## src/rtl/fg_config_sequencer_if.sv

```systemverilog
// Host-side bus of the function-generator configuration sequencer: byte writes,
// commit handshake, sync pulse and the active configuration word.
interface fg_config_sequencer_if #(
  parameter int unsigned CONFIG_REG_BITWIDTH = 64
);
  logic                           wr_valid_i;
  logic [2:0]                     wr_addr_i;
  logic [7:0]                     wr_data_i;
  logic                           wr_ready_o;
  logic                           commit_i;
  logic                           enable_i;
  logic                           boundary_i;
  logic [CONFIG_REG_BITWIDTH-1:0] CR_bus_o;
  logic                           outputEnable_o;
  logic                           busy_o;
  logic                           done_o;
  logic                           commit_err_o;

  modport master (
    output wr_valid_i, wr_addr_i, wr_data_i, commit_i, enable_i, boundary_i,
    input  wr_ready_o, CR_bus_o, outputEnable_o, busy_o, done_o, commit_err_o
  );

  modport slave (
    input  wr_valid_i, wr_addr_i, wr_data_i, commit_i, enable_i, boundary_i,
    output wr_ready_o, CR_bus_o, outputEnable_o, busy_o, done_o, commit_err_o
  );
endinterface

```

## src/rtl/fg_config_sequencer.sv

```systemverilog
// Shadow/active configuration register for the function generator; commits are
// deferred to a period boundary (or timeout) and muted when the mode bits change.
module fg_config_sequencer #(
  parameter int unsigned                   CONFIG_REG_BITWIDTH = 64,
  parameter int unsigned                   MUTE_CYCLES         = 16,
  parameter int unsigned                   SYNC_TIMEOUT        = 1023,
  parameter logic [CONFIG_REG_BITWIDTH-1:0] RESET_CR           = '0
) (
  input logic                    clk_i,
  input logic                    rst_n,
  fg_config_sequencer_if.slave   bus
);
  localparam int unsigned CntMax = (MUTE_CYCLES > SYNC_TIMEOUT) ? MUTE_CYCLES : SYNC_TIMEOUT;
  localparam int unsigned CntW   = $clog2(CntMax + 1);
  localparam logic [CntW-1:0] SyncLast = CntW'(SYNC_TIMEOUT - 1);
  localparam logic [CntW-1:0] MuteLast = CntW'(MUTE_CYCLES - 1);
  localparam int unsigned ModeTop = CONFIG_REG_BITWIDTH - 1;

  localparam logic [1:0] StIdle     = 2'd0;
  localparam logic [1:0] StWaitSync = 2'd1;
  localparam logic [1:0] StMute     = 2'd2;
  localparam logic [1:0] StApply    = 2'd3;

  logic [1:0]                     state_q, state_d;
  logic [CntW-1:0]                cnt_q, cnt_d;
  logic [CONFIG_REG_BITWIDTH-1:0] shadow_q, shadow_d;
  logic [CONFIG_REG_BITWIDTH-1:0] active_q, active_d;
  logic                           muted_q, muted_d;
  logic                           oe_q, oe_d;
  logic                           done_q, done_d;
  logic                           err_q, err_d;
  logic                           idle;
  logic                           wr_en;

  assign idle  = (state_q == StIdle);
  assign wr_en = bus.wr_valid_i && idle;

  always_comb begin
    shadow_d = shadow_q;
    if (wr_en) begin
      shadow_d[{bus.wr_addr_i, 3'b000} +: 8] = bus.wr_data_i;
    end
    state_d  = state_q;
    cnt_d    = cnt_q + CntW'(1);
    muted_d  = muted_q;
    active_d = active_q;
    done_d   = 1'b0;
    err_d    = bus.commit_i && !idle;

    unique case (state_q)
      StIdle: begin
        cnt_d = '0;
        if (bus.commit_i) begin
          // Post-write shadow is used so a same-cycle byte write joins the commit.
          if (!oe_q) begin
            state_d = StApply;
          end else if (shadow_d[ModeTop -: 3] != active_q[ModeTop -: 3]) begin
            state_d = StMute;
            muted_d = 1'b1;
          end else begin
            state_d = StWaitSync;
          end
        end
      end
      StWaitSync: begin
        if (bus.boundary_i || (cnt_q == SyncLast)) state_d = StApply;
      end
      StMute: begin
        if (cnt_q == MuteLast) state_d = StApply;
      end
      StApply: begin
        active_d = shadow_q;
        done_d   = 1'b1;
        muted_d  = 1'b0;
        state_d  = StIdle;
      end
      default: state_d = StIdle;
    endcase

    // Output stays off from mute entry until the cycle after the new word is active.
    oe_d = bus.enable_i && !((state_d == StMute) || muted_q);
  end

  always_ff @(posedge clk_i) begin
    if (!rst_n) begin
      state_q  <= StIdle;
      cnt_q    <= '0;
      shadow_q <= RESET_CR;
      active_q <= RESET_CR;
      muted_q  <= 1'b0;
      oe_q     <= 1'b0;
      done_q   <= 1'b0;
      err_q    <= 1'b0;
    end else begin
      state_q  <= state_d;
      cnt_q    <= cnt_d;
      shadow_q <= shadow_d;
      active_q <= active_d;
      muted_q  <= muted_d;
      oe_q     <= oe_d;
      done_q   <= done_d;
      err_q    <= err_d;
    end
  end

  assign bus.wr_ready_o     = idle;
  assign bus.busy_o         = !idle;
  assign bus.CR_bus_o       = active_q;
  assign bus.outputEnable_o = oe_q;
  assign bus.done_o         = done_q;
  assign bus.commit_err_o   = err_q;
endmodule
```

## src/flat_wrapper.sv

```systemverilog
// flat-port wrapper written by rule: the top's interface ports become plain ports
module fg_config_sequencer_flat 
#(
  parameter int unsigned                   CONFIG_REG_BITWIDTH = 64,
  parameter int unsigned                   MUTE_CYCLES         = 16,
  parameter int unsigned                   SYNC_TIMEOUT        = 1023,
  parameter logic [CONFIG_REG_BITWIDTH-1:0] RESET_CR           = '0
)
  (clk_i, rst_n, bus_wr_valid_i, bus_wr_addr_i, bus_wr_data_i, bus_commit_i, bus_enable_i, bus_boundary_i, bus_wr_ready_o, bus_CR_bus_o, bus_outputEnable_o, bus_busy_o, bus_done_o, bus_commit_err_o);
  fg_config_sequencer_if #(.CONFIG_REG_BITWIDTH(CONFIG_REG_BITWIDTH)) bus_i ();
  input logic clk_i;
  input logic rst_n;
  input wire logic [$bits(bus_i.wr_valid_i)-1:0] bus_wr_valid_i;
  input wire logic [$bits(bus_i.wr_addr_i)-1:0] bus_wr_addr_i;
  input wire logic [$bits(bus_i.wr_data_i)-1:0] bus_wr_data_i;
  input wire logic [$bits(bus_i.commit_i)-1:0] bus_commit_i;
  input wire logic [$bits(bus_i.enable_i)-1:0] bus_enable_i;
  input wire logic [$bits(bus_i.boundary_i)-1:0] bus_boundary_i;
  output wire logic [$bits(bus_i.wr_ready_o)-1:0] bus_wr_ready_o;
  output wire logic [$bits(bus_i.CR_bus_o)-1:0] bus_CR_bus_o;
  output wire logic [$bits(bus_i.outputEnable_o)-1:0] bus_outputEnable_o;
  output wire logic [$bits(bus_i.busy_o)-1:0] bus_busy_o;
  output wire logic [$bits(bus_i.done_o)-1:0] bus_done_o;
  output wire logic [$bits(bus_i.commit_err_o)-1:0] bus_commit_err_o;
  assign bus_i.wr_valid_i = bus_wr_valid_i;
  assign bus_i.wr_addr_i = bus_wr_addr_i;
  assign bus_i.wr_data_i = bus_wr_data_i;
  assign bus_i.commit_i = bus_commit_i;
  assign bus_i.enable_i = bus_enable_i;
  assign bus_i.boundary_i = bus_boundary_i;
  assign bus_wr_ready_o = bus_i.wr_ready_o;
  assign bus_CR_bus_o = bus_i.CR_bus_o;
  assign bus_outputEnable_o = bus_i.outputEnable_o;
  assign bus_busy_o = bus_i.busy_o;
  assign bus_done_o = bus_i.done_o;
  assign bus_commit_err_o = bus_i.commit_err_o;
  fg_config_sequencer #(.CONFIG_REG_BITWIDTH(CONFIG_REG_BITWIDTH), .MUTE_CYCLES(MUTE_CYCLES), .SYNC_TIMEOUT(SYNC_TIMEOUT), .RESET_CR(RESET_CR)) u_core (.clk_i(clk_i), .rst_n(rst_n), .bus(bus_i));
endmodule
```

## config.mk

```make
export PLATFORM = sky130hd
export DESIGN_NAME = fg_config_sequencer_flat
export DESIGN_NICKNAME = d
export VERILOG_FILES = /design/src/rtl/fg_config_sequencer_if.sv /design/src/rtl/fg_config_sequencer.sv /design/src/flat_wrapper.sv
export SDC_FILE = /design/constraint.sdc
export NUM_CORES = 1
export LEC_CHECK = 0
export ABC_AREA = 1
export CORE_ASPECT_RATIO = 0.9
export CORE_MARGIN = 2
export CORE_UTILIZATION = 35
export CTS_BUF_LIST = sky130_fd_sc_hd__clkbuf_4 sky130_fd_sc_hd__clkbuf_8 sky130_fd_sc_hd__clkbuf_16
export DETAILED_ROUTE_END_ITERATION = 16
export MAX_ROUTING_LAYER = met4
export PLACE_DENSITY = 0.52
export SETUP_SLACK_MARGIN = 0.02
export SLEW_MARGIN = 20
export SYNTH_ARGS = -nofsm -noshare
export SYNTH_HDL_FRONTEND = slang
export SYNTH_SLANG_ARGS = --single-unit
```

## constraint.sdc

```tcl
create_clock -name clk_i -period 2.7 [get_ports clk_i]
set_input_delay 0.405 -clock clk_i [delete_from_list [all_inputs] [get_ports clk_i]]
set_output_delay 0.405 -clock clk_i [all_outputs]
set_load 0.05 [all_outputs]
```

Yosys cells after proc, flatten, opt, wreduce, memory -nomap -nowiden
Cells that the tools add are included.
{"block": "word_totals", "inputBits": 17, "register_bits": 144, "out_inout_bits": 69, "word_cells": 48}
{"block": "classes", "add_sub_neg": 2, "bitwise": 1, "mux": 13, "reduce_logical": 11, "shift": 2, "n_eq_ne": 10}
{"op": "64-bit bitwise mux", "n": 1}
{"op": "64-bit two-way mux", "n": 1}
{"op": "8-bit by 8-bit variable shift with 64-bit output, first input constant", "n": 1}
{"op": "8-bit by 8-bit variable part select with 64-bit output", "n": 1}
{"op": "10-bit by 1-bit adder with 10-bit output, second input constant", "n": 1}
{"op": "10-bit equality test, second input constant", "n": 1}
{"op": "10-bit by 4-bit equality test with 1-bit output, second input constant", "n": 1}
{"op": "2-bit two-way mux", "n": 5}
{"op": "6-bit negation with 8-bit output", "n": 1}
{"op": "2-bit one-hot mux with 4 select lines", "n": 1}
{"op": "2-bit equality test, second input constant", "n": 3}
{"op": "1-bit two-way mux", "n": 4}
{"op": "2-bit != test, second input constant", "n": 2}
{"op": "4-bit AND reduction", "n": 1}
{"op": "1-bit logical AND", "n": 3}
{"op": "3-bit != test", "n": 1}
{"op": "2-bit by 1-bit equality test with 1-bit output, second input constant", "n": 1}
{"op": "1-bit zero test", "n": 2}
{"op": "2-bit zero test", "n": 1}
{"op": "1-bit logical OR", "n": 2}
{"op": "2-bit by 1-bit != test with 1-bit output, second input constant", "n": 1}
{"op": "1-bit one-hot mux with 2 select lines", "n": 1}
{"op": "2-bit nonzero test", "n": 1}
{"op": "2-bit OR reduction", "n": 1}
{"op": "1-bit inverter", "n": 1}

Logic depth before layout (Yosys ltp)
{"block": "logic_depth", "word_depth": 13, "mapped_depth": 18, "depth_no_buf": 17}

Worst setup path after synthesis
No wires, ideal clock.
{"block": "synth_path", "path_kind": "input to register", "from": "input port bus_wr_addr_i[0]", "to": "register u_core.oe_q (netlist: u_core.bus.outputEnable_o)", "t_required_ns": 2.581, "setup_ns": 0.119, "path_stages": 17, "path_slack_ns": 0.314, "t_arrival_ns": 2.267, "path_buffers": 2, "path_cell_list": "inv_2 clkbuf_1 ha_1 ha_1 inv_1 nand3_4 nor2_4 buf_6 nand2_1 nand3_1 nand2_1 nand3_2 nand2_1 nand2_1 nand2_1 nand2_1 a21oi_1"}
{"block": "synth_via", "elab_chain_cells": 13, "elab_cells_between_ends": 14, "classes_between": "add/sub: 1; eq/ne: 2; shift: 2; mux: 6; reduce/logical: 3"}
{"item": "start, declared", "line_no": "flat_wrapper.sv:14", "source": "input wire logic [$bits(bus_i.wr_addr_i)-1:0] bus_wr_addr_i;"}
{"item": "6-bit negation with 8-bit output (*)", "line_no": "fg_config_sequencer.sv:41", "source": "shadow_d[{bus.wr_addr_i, 3'b000} +: 8] = bus.wr_data_i;"}
{"item": "8-bit by 8-bit variable part select with 64-bit output or 8-bit by 8-bit variable shift with 64-bit output (tied branches)", "line_no": "fg_config_sequencer.sv:41"}
{"item": "64-bit bitwise mux (*)", "line_no": "fg_config_sequencer.sv:41"}
{"item": "64-bit two-way mux (*)", "line_no": "fg_config_sequencer.sv:40", "source": "if (wr_en) begin"}
{"item": "3-bit != test (*)", "line_no": "fg_config_sequencer.sv:57", "source": "end else if (shadow_d[ModeTop -: 3] != active_q[ModeTop -: 3]) begin"}
{"item": "2-bit two-way mux (*)", "line_no": "fg_config_sequencer.sv:57"}
{"item": "2-bit two-way mux (*)", "line_no": "fg_config_sequencer.sv:55", "source": "if (!oe_q) begin"}
{"item": "2-bit two-way mux (*)", "line_no": "fg_config_sequencer.sv:53", "source": "if (bus.commit_i) begin"}
{"item": "2-bit one-hot mux with 4 select lines (*)", "line_no": "fg_config_sequencer.sv:50", "source": "unique case (state_q)"}
{"item": "2-bit equality test (*)", "line_no": "fg_config_sequencer.sv:81", "source": "oe_d = bus.enable_i && !((state_d == StMute) || muted_q);"}
{"item": "1-bit logical OR (*)", "line_no": "fg_config_sequencer.sv:81"}
{"item": "1-bit zero test (*)", "line_no": "fg_config_sequencer.sv:81"}
{"item": "1-bit logical AND (*)", "line_no": "fg_config_sequencer.sv:81"}
{"item": "end signal, assigned", "line_no": "fg_config_sequencer.sv:91", "source": "oe_q <= 1'b0;"}
{"item": "end signal, assigned", "line_no": "fg_config_sequencer.sv:100", "source": "oe_q <= oe_d;"}
{"item": "end, declared", "line_no": "fg_config_sequencer.sv:29", "source": "logic oe_q, oe_d;"}
Every way passes the cells marked *; elsewhere a longest branch is shown, timed or not.
A chain may end at the register's enable or synchronous reset.

Worst setup path in the final report
{"block": "layout_path", "from": "register u_core.state_q[1]", "to": "output port bus_wr_ready_o"}
{"block": "layout_via", "elab_chain_cells": 1}
{"item": "start, declared", "line_no": "fg_config_sequencer.sv:24", "source": "logic [1:0] state_q, state_d;"}
{"item": "start signal, assigned", "line_no": "fg_config_sequencer.sv:86", "source": "state_q <= StIdle;"}
{"item": "start signal, assigned", "line_no": "fg_config_sequencer.sv:95", "source": "state_q <= state_d;"}
{"item": "2-bit zero test", "line_no": "fg_config_sequencer.sv:35", "source": "assign idle = (state_q == StIdle);"}
{"item": "end, declared", "line_no": "flat_wrapper.sv:19", "source": "output wire logic [$bits(bus_i.wr_ready_o)-1:0] bus_wr_ready_o;"}
Every way passes these cells.

==> impl_metrics.ini <==
[worst_hold_path]
hp-start = rst_n
hold_depth = 3
hold_end = u_core.muted_q$_SDFFE_PN0P_
hp-class = in -> reg

[floorplan]
core_area_sq_um = 14900
start_util = 0.362
die_w_microns = 135
die_y_microns = 122
die_area_sq_um = 16400
boundaryPins = 86
num_rows = 42

[timing]
maxSlewViolCount = 0
finalWorstSetupSlack_ps = 425
max_freq_mhz = 440
clock_skew_ps = 13.7
fin_crit_ps = 2270
worstMarginPinSlew_ps = 541
hold_viol_final = 0
rsz0062_at_grt = false
relSlewSlack = 0.639
post-route-period-util = 0.843
finalSetupViolations = 0

[power_and_ir_drop]
internal-power_mw = 4.11
peakVddDrop_mv = 0.471
pwr-share-seq = 0.407
leakage_nw = 2.76
pwr-share-comb = 0.159
switching_power_mw = 1.55
pwr_density_cell_nw_per_um2 = 797
switching_share = 0.274
clockPowerShare = 0.435

[logic_synthesis]
synth_cell_types = 39
synth_nets = 695
synth.ff_latch_count = 144
syn_area_per_cell_sq_um = 7.98
synthCells = 674
synth.yosys.seq_area_share = 0.536
yosysWarnings = 0
netlist_area_sq_um = 5380

[flow_run]
drv_cap = 0

[clock_network]
cts_tree = yes
clockRootBuffer = clkbuf_16
postCtsHoldBufs = 0
clock_latency_ps = 430
cts_max_level = 4
clk_pin_slew_ps = 60
clock-sinks = 144
post_cts_resized = 0
cts_max_path_buffers = 2
cts_buffers = 17
cts_setup_buffers = 0

[worst_setup_path]
end_kind = output port
crit_path_top_delay_cell = clkdlybuf4s50_1
critical-path-max-stage-delay_ps = 860
critPathLaunchType = flip-flop
arrival_ps = 1870
cp.required_ps = 2300
crit_type = reg -> out
cp.buffers_inverters = 1
reg2reg_depth = 10
r2r-start = u_core.state_q[1]$_SDFF_PN0_
r2r_slack_ps = 910
cp_max_fo = 6
critical_path.cell_chain = nor2_4, clkdlybuf4s50_1
crit_family = buffers and inverters
startpoint = u_core.state_q[1]$_SDFF_PN0_

[layout]
drive_above_1_share = 0.108
final_common_cell = nor2_1
final_cell_mix = nor2_1, dfxtp_1, o21ai_0
fillers = 1459
final_util = 0.477
areaGrowthSynthToFinish_pct = 32.0
antennaDiodeCount = 0
fin_nets = 783

[placed_design]
io_buffers = 85
routabilityCongestion = 0.848
place_hpwl_mm = 9.61
place_ws_ps = -1.39

[global_routing]
grt.total_usage = 0.186
grt_pass1_vias = 4473
antenna_found_initial = 0
grt_pass1_wl_mm = 22.7
grt.overflow.total = 0
grt_start_max_net_pins = 67

[outcome]
status = complete, no violations

[detailed_routing]
drt_iter0_drc = 220
drt-total-wl_mm = 14.0
wl_per_cell_microns = 14.3
dr.pass1.iters = 7
ant_nets = 0
drc = 0
vias = 4557
via_per_inst = 4.68
cells in the mapped netlist:
master | n | area, sq um
a211oi_1 | 1 | 7.51
a21oi_1 | 58 | 290
a21oi_2 | 1 | 8.76
a31oi_1 | 1 | 6.26
a41oi_1 | 1 | 8.76
and2_1 | 1 | 6.26
buf_1 | 1 | 3.75
buf_2 | 7 | 35.0
buf_4 | 2 | 15.0
buf_6 | 1 | 11.3
clkbuf_1 | 27 | 101
clkinv_1 | 1 | 3.75
dfxtp_1 | 144 | 2880
ha_1 | 4 | 50.1
inv_1 | 38 | 143
inv_2 | 8 | 30.0
nand2_1 | 33 | 124
nand2_2 | 3 | 18.8
nand2_4 | 1 | 11.3
nand3_1 | 12 | 60.1
nand3_2 | 5 | 50.1
nand3_4 | 1 | 17.5
nand3b_1 | 1 | 7.51
nand4_1 | 2 | 12.5
nor2_1 | 163 | 612
nor2_2 | 2 | 12.5
nor2_4 | 3 | 33.8
nor3_1 | 16 | 80.1
nor3_2 | 3 | 30.0
nor4_1 | 2 | 12.5
nor4_4 | 1 | 21.3
o211a_1 | 1 | 10.0
o21a_1 | 1 | 7.51
o21ai_0 | 123 | 616
o21ai_1 | 1 | 5.00
o21bai_1 | 1 | 7.51
o41ai_1 | 1 | 8.76
or2_2 | 1 | 6.26
xnor2_1 | 1 | 8.76
final cells by class:
type / count / area (sq um) / area share
Sequential cell: 144 / 2880 / 0.406
Multi-Input combinational cell: 445 / 2150 / 0.303
Inverter: 47 / 176 / 0.0249
Clock inverter: 9 / 129 / 0.0182
Clock buffer: 23 / 502 / 0.0707
Timing Repair Buffer: 107 / 1010 / 0.142
Tap cell: 198 / 248 / 0.0349
worst max path at each step:
stage                                      endpoint  slack [ps]  cells after the start
2_1_floorplan  u_core.bus.outputEnable_o$_SDFF_PN0_         310                     17
3_3_place_gp   u_core.bus.outputEnable_o$_SDFF_PN0_          60                     17
3_5_place_dp   u_core.bus.outputEnable_o$_SDFF_PN0_          -1                     17
4_1_cts                              bus_wr_ready_o         410                      2
5_1_grt        u_core.bus.outputEnable_o$_SDFF_PN0_         230                     17
6_report                             bus_wr_ready_o         430                      2
stage by stage:
stage	instances	cell area (sq um)	hold slack (ps)	TNS [ps]	power, mW
final	973	7100	390	0	5.66
after global routing	973	7100	396	0	5.89
after CTS	973	7100	383	0	5.71
after detailed placement	941	6470	456	-1.39	3.25
after global placement	941	6470	456	0	3.25
after floorplan	674	5380	430	0	2.94
power by group through the flow:
stage          Combinational [mW]  Clock (mW)  Sequential (mW)
2_1_floorplan               0.336           0             2.61
3_3_place_gp                0.903           0             2.34
3_5_place_dp                0.905           0             2.35
4_1_cts                     0.909        2.50             2.30
5_1_grt                     0.973        2.61             2.31
6_report                    0.898        2.46             2.30
worst reg2reg max path, stage by stage, from the launching register on:
cell	delay (ps)
dfxtp_1	340
nor2_4	250
inv_2	90
nor2_1	140
inv_1	100
nor2_1	120
inv_2	80
nor2_2	180
inv_1	120
o21ai_0	200
a21oi_1	60
per-layer routing:
layer / routed length, microns / vias to the layer above / track usage
li1: - / 2399 / -
met1: 6980 / 2083 / 0.237
met2: 6440 / 73 / 0.287
met3: 481 / 2 / 0.0508
met4: 52 / 0 / 0.0592
met5: 0 / - / -
cells by family after synthesis:
family,share of synthesized area
xor gates and xnor gates,0.00163
and+or+nand+nor,0.208
buffers and inverters,0.0638
adders and majority gates,0.00931
DFF,0.536
AOI/OAI and AO/OA,0.182
Note: power is estimated with default switching activity, not from simulation.
